--- config.mk ---
export PLATFORM = sky130hd
export DESIGN_NAME = stopwatch_time_counter_flat
export DESIGN_NICKNAME = d
export VERILOG_FILES = /design/src/rtl/stopwatch_time_counter_if.sv /design/src/rtl/stopwatch_time_counter.sv /design/src/flat_wrapper.sv
export SDC_FILE = /design/constraint.sdc
export NUM_CORES = 1
export LEC_CHECK = 0
export ABC_AREA = 1
export CAP_MARGIN = 25
export CORE_UTILIZATION = 56
export DETAILED_ROUTE_END_ITERATION = 6
export PLACE_DENSITY = 0.86
export REMOVE_ABC_BUFFERS = 1
export SLEW_MARGIN = 40
export SYNTH_ARGS = -nofsm -noshare
export SYNTH_HDL_FRONTEND = slang
export SYNTH_SLANG_ARGS = --single-unit
--- constraint.sdc ---
create_clock -name clk -period 2.7 [get_ports clk]
set_input_delay 0.54 -clock clk [delete_from_list [all_inputs] [get_ports clk]]
set_output_delay 0.54 -clock clk [all_outputs]
set_load 0.02 [all_outputs]
--- src/rtl/stopwatch_time_counter_if.sv ---
// Control pulses and time/status outputs of the stopwatch time-base.
// master drives the pulses; slave is the counter itself.
interface stopwatch_time_counter_if;
    logic        tick;
    logic        start_stop;
    logic        lap;
    logic        clear;
    logic [23:0] disp_time;
    logic [23:0] live_time;
    logic        running;
    logic        lap_active;
    logic        overflow;

    modport master (
        output tick, start_stop, lap, clear,
        input  disp_time, live_time, running, lap_active, overflow
    );

    modport slave (
        input  tick, start_stop, lap, clear,
        output disp_time, live_time, running, lap_active, overflow
    );
endinterface

--- src/rtl/stopwatch_time_counter.sv ---
// Six-digit BCD stopwatch time-base (mm:ss.cc) with a run/pause/lap/clear FSM.
// In LAP, the display shows a frozen lap register while the live count keeps running.
module stopwatch_time_counter #(
    parameter int unsigned MAX_MIN_TENS = 5,
    parameter bit          TICK_EN_ONLY = 1'b1
) (
    input  logic                      clk,
    input  logic                      rst_n,
    stopwatch_time_counter_if.slave   bus
);

    localparam logic [1:0] IDLE  = 2'd0;
    localparam logic [1:0] RUN   = 2'd1;
    localparam logic [1:0] PAUSE = 2'd2;
    localparam logic [1:0] LAP   = 2'd3;

    logic [1:0]  state_q, state_d;
    logic [23:0] live_q,  live_d;
    logic [23:0] lap_q,   lap_d;
    logic        ovf_q,   ovf_d;

    logic        counting;
    logic        carry;
    logic [23:0] inc_time;

    // Digit order from LSB: cs0, cs1, s0, s1, m0, m1.
    function automatic logic [3:0] digit_limit(input int unsigned idx);
        logic [3:0] lim;
        case (idx)
            3:       lim = 4'd5;
            5:       lim = 4'(MAX_MIN_TENS);
            default: lim = 4'd9;
        endcase
        return lim;
    endfunction

    always_comb begin
        counting = ((state_q == RUN) || (state_q == LAP)) && (bus.tick || !TICK_EN_ONLY);

        // Ripple carry: each digit at or above its limit rolls to 0 and passes the carry on.
        inc_time = live_q;
        carry    = 1'b1;
        for (int unsigned i = 0; i < 6; i++) begin
            if (carry) begin
                if (live_q[4*i +: 4] >= digit_limit(i)) begin
                    inc_time[4*i +: 4] = '0;
                end else begin
                    inc_time[4*i +: 4] = live_q[4*i +: 4] + 4'd1;
                    carry              = 1'b0;
                end
            end
        end
    end

    always_comb begin
        state_d = state_q;
        live_d  = live_q;
        lap_d   = lap_q;
        ovf_d   = ovf_q;

        if (bus.clear) begin
            state_d = IDLE;
            live_d  = '0;
            lap_d   = '0;
            ovf_d   = 1'b0;
        end else begin
            if (counting) begin
                live_d = inc_time;
                if (carry) begin
                    ovf_d = 1'b1;
                end
            end

            if (bus.start_stop) begin
                case (state_q)
                    IDLE:    state_d = RUN;
                    RUN:     state_d = PAUSE;
                    LAP:     state_d = PAUSE;
                    default: state_d = RUN;
                endcase
            end else if (bus.lap) begin
                if (state_q == RUN) begin
                    state_d = LAP;
                    lap_d   = live_q;
                end else if (state_q == LAP) begin
                    state_d = RUN;
                end
            end
        end
    end

    always_ff @(posedge clk or negedge rst_n) begin
        if (!rst_n) begin
            state_q <= IDLE;
            live_q  <= '0;
            lap_q   <= '0;
            ovf_q   <= 1'b0;
        end else begin
            state_q <= state_d;
            live_q  <= live_d;
            lap_q   <= lap_d;
            ovf_q   <= ovf_d;
        end
    end

    assign bus.live_time  = live_q;
    assign bus.disp_time  = (state_q == LAP) ? lap_q : live_q;
    assign bus.running    = (state_q == RUN) || (state_q == LAP);
    assign bus.lap_active = (state_q == LAP);
    assign bus.overflow   = ovf_q;

endmodule

--- src/flat_wrapper.sv ---
// flat-port wrapper written by rule: the top's interface ports become plain ports
module stopwatch_time_counter_flat 
#(
    parameter int unsigned MAX_MIN_TENS = 5,
    parameter bit          TICK_EN_ONLY = 1'b1
)
  (clk, rst_n, bus_tick, bus_start_stop, bus_lap, bus_clear, bus_disp_time, bus_live_time, bus_running, bus_lap_active, bus_overflow);
  stopwatch_time_counter_if bus_i ();
  input  logic clk;
  input  logic rst_n;
  input wire logic [$bits(bus_i.tick)-1:0] bus_tick;
  input wire logic [$bits(bus_i.start_stop)-1:0] bus_start_stop;
  input wire logic [$bits(bus_i.lap)-1:0] bus_lap;
  input wire logic [$bits(bus_i.clear)-1:0] bus_clear;
  output wire logic [$bits(bus_i.disp_time)-1:0] bus_disp_time;
  output wire logic [$bits(bus_i.live_time)-1:0] bus_live_time;
  output wire logic [$bits(bus_i.running)-1:0] bus_running;
  output wire logic [$bits(bus_i.lap_active)-1:0] bus_lap_active;
  output wire logic [$bits(bus_i.overflow)-1:0] bus_overflow;
  assign bus_i.tick = bus_tick;
  assign bus_i.start_stop = bus_start_stop;
  assign bus_i.lap = bus_lap;
  assign bus_i.clear = bus_clear;
  assign bus_disp_time = bus_i.disp_time;
  assign bus_live_time = bus_i.live_time;
  assign bus_running = bus_i.running;
  assign bus_lap_active = bus_i.lap_active;
  assign bus_overflow = bus_i.overflow;
  stopwatch_time_counter #(.MAX_MIN_TENS(MAX_MIN_TENS), .TICK_EN_ONLY(TICK_EN_ONLY)) u_core (.clk(clk), .rst_n(rst_n), .bus(bus_i));
endmodule
==> flow_summary_export.csv <==
group,metric,value,unit
timing,min_period,2.54,ns
die,core,0.00482,mm^2
setup_path,worstPathCellList,"nand2_1 > buf_4 > o21ai_0 > clkdlybuf4s50_1",
die,die_w,73.5,um
timing,maxSlewHeadroom,0.565,
synth,syn_area_per_cell,7.99,um^2
setup_path,path_delay_family,"buffers and inverters",
synth,yosysUniqueCellTypes,28,
run_status,status,"completed",
global_routing,grt_usage,0.256,
final_layout,antenna_cells,0,
die,die-area,0.00540,mm^2
clocking,cts_root_buffer,"clkbuf_8",
setup_path,cp-end-kind,"output pin",
global_routing,grt_pass1_wl,10500,um
synth,yosysWarnings,0,
global_routing,grt_pass1_vias,2363,
clocking,htreeDepth,2,
synth,synth-edff-count,0,
synth,synth_top_family_by_area,"simple AND/OR/NAND/NOR gates",
route,first_pass_iters,5,
timing,rsz0062_at_grt,"false",
timing,setup_viol,0,
job,maxCapViolations,0,
synth,ys_async_sr_fraction,1.00,
setup_path,cpPeakStageDelay,0.64,ns
global_routing,antenna_found_initial,0,
clocking,clk_latency,0.31,ns
synth,synthCells,358,
synth,synth_most_common_cell,"nand2_1",
final_layout,final_core_util,0.745,
synth,synth-xor-area-share,0.0153,
timing,tightest_slew,0.652,ns
clocking,clock_sinks,51,
clocking,ctsResizeCount,0,
place,post-dp-hpwl,4480,um
timing,fmax,0.394,GHz
synth,synth_commonest_cells,"73 x nand2_1, 56 x inv_1, 51 x dfrtp_1",
synth,synthMuxAreaShare,0,
place,port_buffers,56,
setup_path,startpoint_type,"register",
min_path,hold_class,"in -> async",
setup_path,crit_arrival,2.00,ns
final_layout,drive_gt1_frac,0.0743,
setup_path,worst-path-buf-inv,2,
place,routabilityCongestion,0.886,
synth,synthesis.area,0.00286,mm^2
synth,ys_ff_latch,51,
synth,synth-simple-area-share,0.221,
setup_path,ff2ff_path_depth,10,
power,p_per_area,757,mW/mm^2
route,drc,0,
setup_path,regToRegEndpoint,"u_core.bus.live_time[20]",
synth,synth_seq_area_share,0.446,
clocking,cts_tree,"built",
route,wire_per_inst,12.8,um
setup_path,required,2.16,ns
timing,hold_slack,0.245,ns
synth,synth_compound_area_frac,0.136,
setup_path,r2r_slack,0.95,ns
die,rows,25,
clocking,cts_buffers,5,
route,drt_iter0_markers,175,
synth,ys_top_cells_by_area,"dfrtp_1 45%, nand2_1 9.6%, ha_1 7.9%, o21ai_0 7.5%, inv_1 7.3%",
power,vdd.ir_drop.worst,514,uV
route,wl,6200,um
die,die_h,73.5,um
synth,ys.flop_type,"dfrtp_1",
power,leakage,1.66,nW
die,io_pins,57,
final_layout,syn_to_final_growth,25.5,%
timing,skew,0.00792,ns
timing,fin_setup_tns,0,ns
global_routing,grt-ovfl-total,0,
clocking,post_cts_buffers,0,
timing,final_hold_viol_count,0,
route,vias,2543,
die,start_util,0.594,
timing,report.final.slew_viol_count,0,
clocking,cts_buffer_depth,2,
route,detail-route-antenna-nets,0,
clocking,clk_pin_slew_worst_paths,0.09,ns
setup_path,crit_path_top_delay_cell,"clkdlybuf4s50_1",
route,via_per_inst,5.25,
final_layout,nets,441,
timing,fin_crit_sh,0.940,
synth,synth_area_leader_cell,"dfrtp_1",
setup_path,critical_path_class,"reg -> out",
global_routing,grt_max_degree,31,
synth,yosysTopAreaCellShare,0.446,
synth,synth-adder-area-share,0.0787,
setup_path,worst_r2r_startpoint,"u_core.bus.live_time[12]",
setup_path,critPathMaxFanout,22,
clocking,holdBufCountCts,0,
worst register-to-register path, delay by kind of cell, from the launching register on:
kind / cells / cell delay, ns
DFF: 1 / 0.48
adders and majority gates: 1 / 0.22
and+or+nand+nor: 7 / 0.73
buffers and inverters: 2 / 0.22
flip-flops by register name (all words and copies together), names as in the netlist:
signal and flops:
u_core.bus.overflow 1, u_core.state_q 2, u_core.lap_q 24, u_core.bus.live_time 24
per-layer routing:
| metal | wire [um] | share of wire | vias to the layer above | GRT usage |
|---|---|---|---|---|
| met4 | 112 | 0.018 | 0 | 0.109 |
| met5 | 0 | 0 | - | 0 |
| li1 | - | - | 1267 | - |
| met2 | 3050 | 0.49 | 73 | 0.435 |
| met1 | 2760 | 0.45 | 1191 | 0.316 |
| met3 | 274 | 0.044 | 12 | 0.0508 |
cell families after synthesis:
logic type | count (synthesis)
and+or+nand+nor | 137
xor gates and xnor gates | 5
buffers and inverters | 74
AOI/OAI and AO/OA | 73
DFF | 51
adders and majority gates | 18
area by class of cell:
class / count / area, um^2
multi-input combinational: 233 / 1290
clock buffer: 6 / 82.6
inverter: 61 / 230
sequential: 51 / 1280
fill: 393 / 1230
clock inverter: 1 / 5.00
timing repair buffer: 65 / 623
tap: 67 / 83.8
metrics by stage:
stage	power [mW]	setup WS [ns]	std cells	area, um^2
2_1_floorplan	1.73	0.264	345	2800
3_5_place_dp	2.27	0.443	477	3500
6_report	2.72	0.163	484	3590
5_1_grt	2.91	0.000848	484	3590
3_3_place_gp	2.25	0.497	477	3500
4_1_cts	2.73	0.163	484	3590
power breakdown:
group	switching, mW	internal [mW]	leakage (nW)
Combinational	0.675	0.538	0.925
Sequential	0.177	0.880	0.687
Clock	0.244	0.202	0.0470
Total	1.10	1.62	1.66
worst max path at each step:
stage,startpoint,to,slack (ns),cells past startpoint
floorplan,u_core.state_q[0],bus_disp_time[0],0.26,2
global placement,bus_clear,u_core.bus.live_time[20],0.50,9
detailed placement,bus_clear,u_core.bus.live_time[20],0.44,9
CTS,u_core.state_q[0],bus_disp_time[10],0.16,4
global route,u_core.state_q[0],bus_disp_time[10],0.0008,4
finish,u_core.state_q[0],bus_disp_time[12],0.16,4
layout by cell type, fill, tap and decap left out, drive strengths merged:
master          n
clkdlybuf4s50  55
inv            60
nor3            3
o2111ai         1
o22ai          15
nor4            1
clkbuf          6
clkinv          2
nand3          28
nand4           5
buf            10
xor2            3
dfrtp          51
o21ai          51
ha             18
xnor2           2
nand2          78
nor2           22
a21oi           6
(Power assumes the default switching activity.)
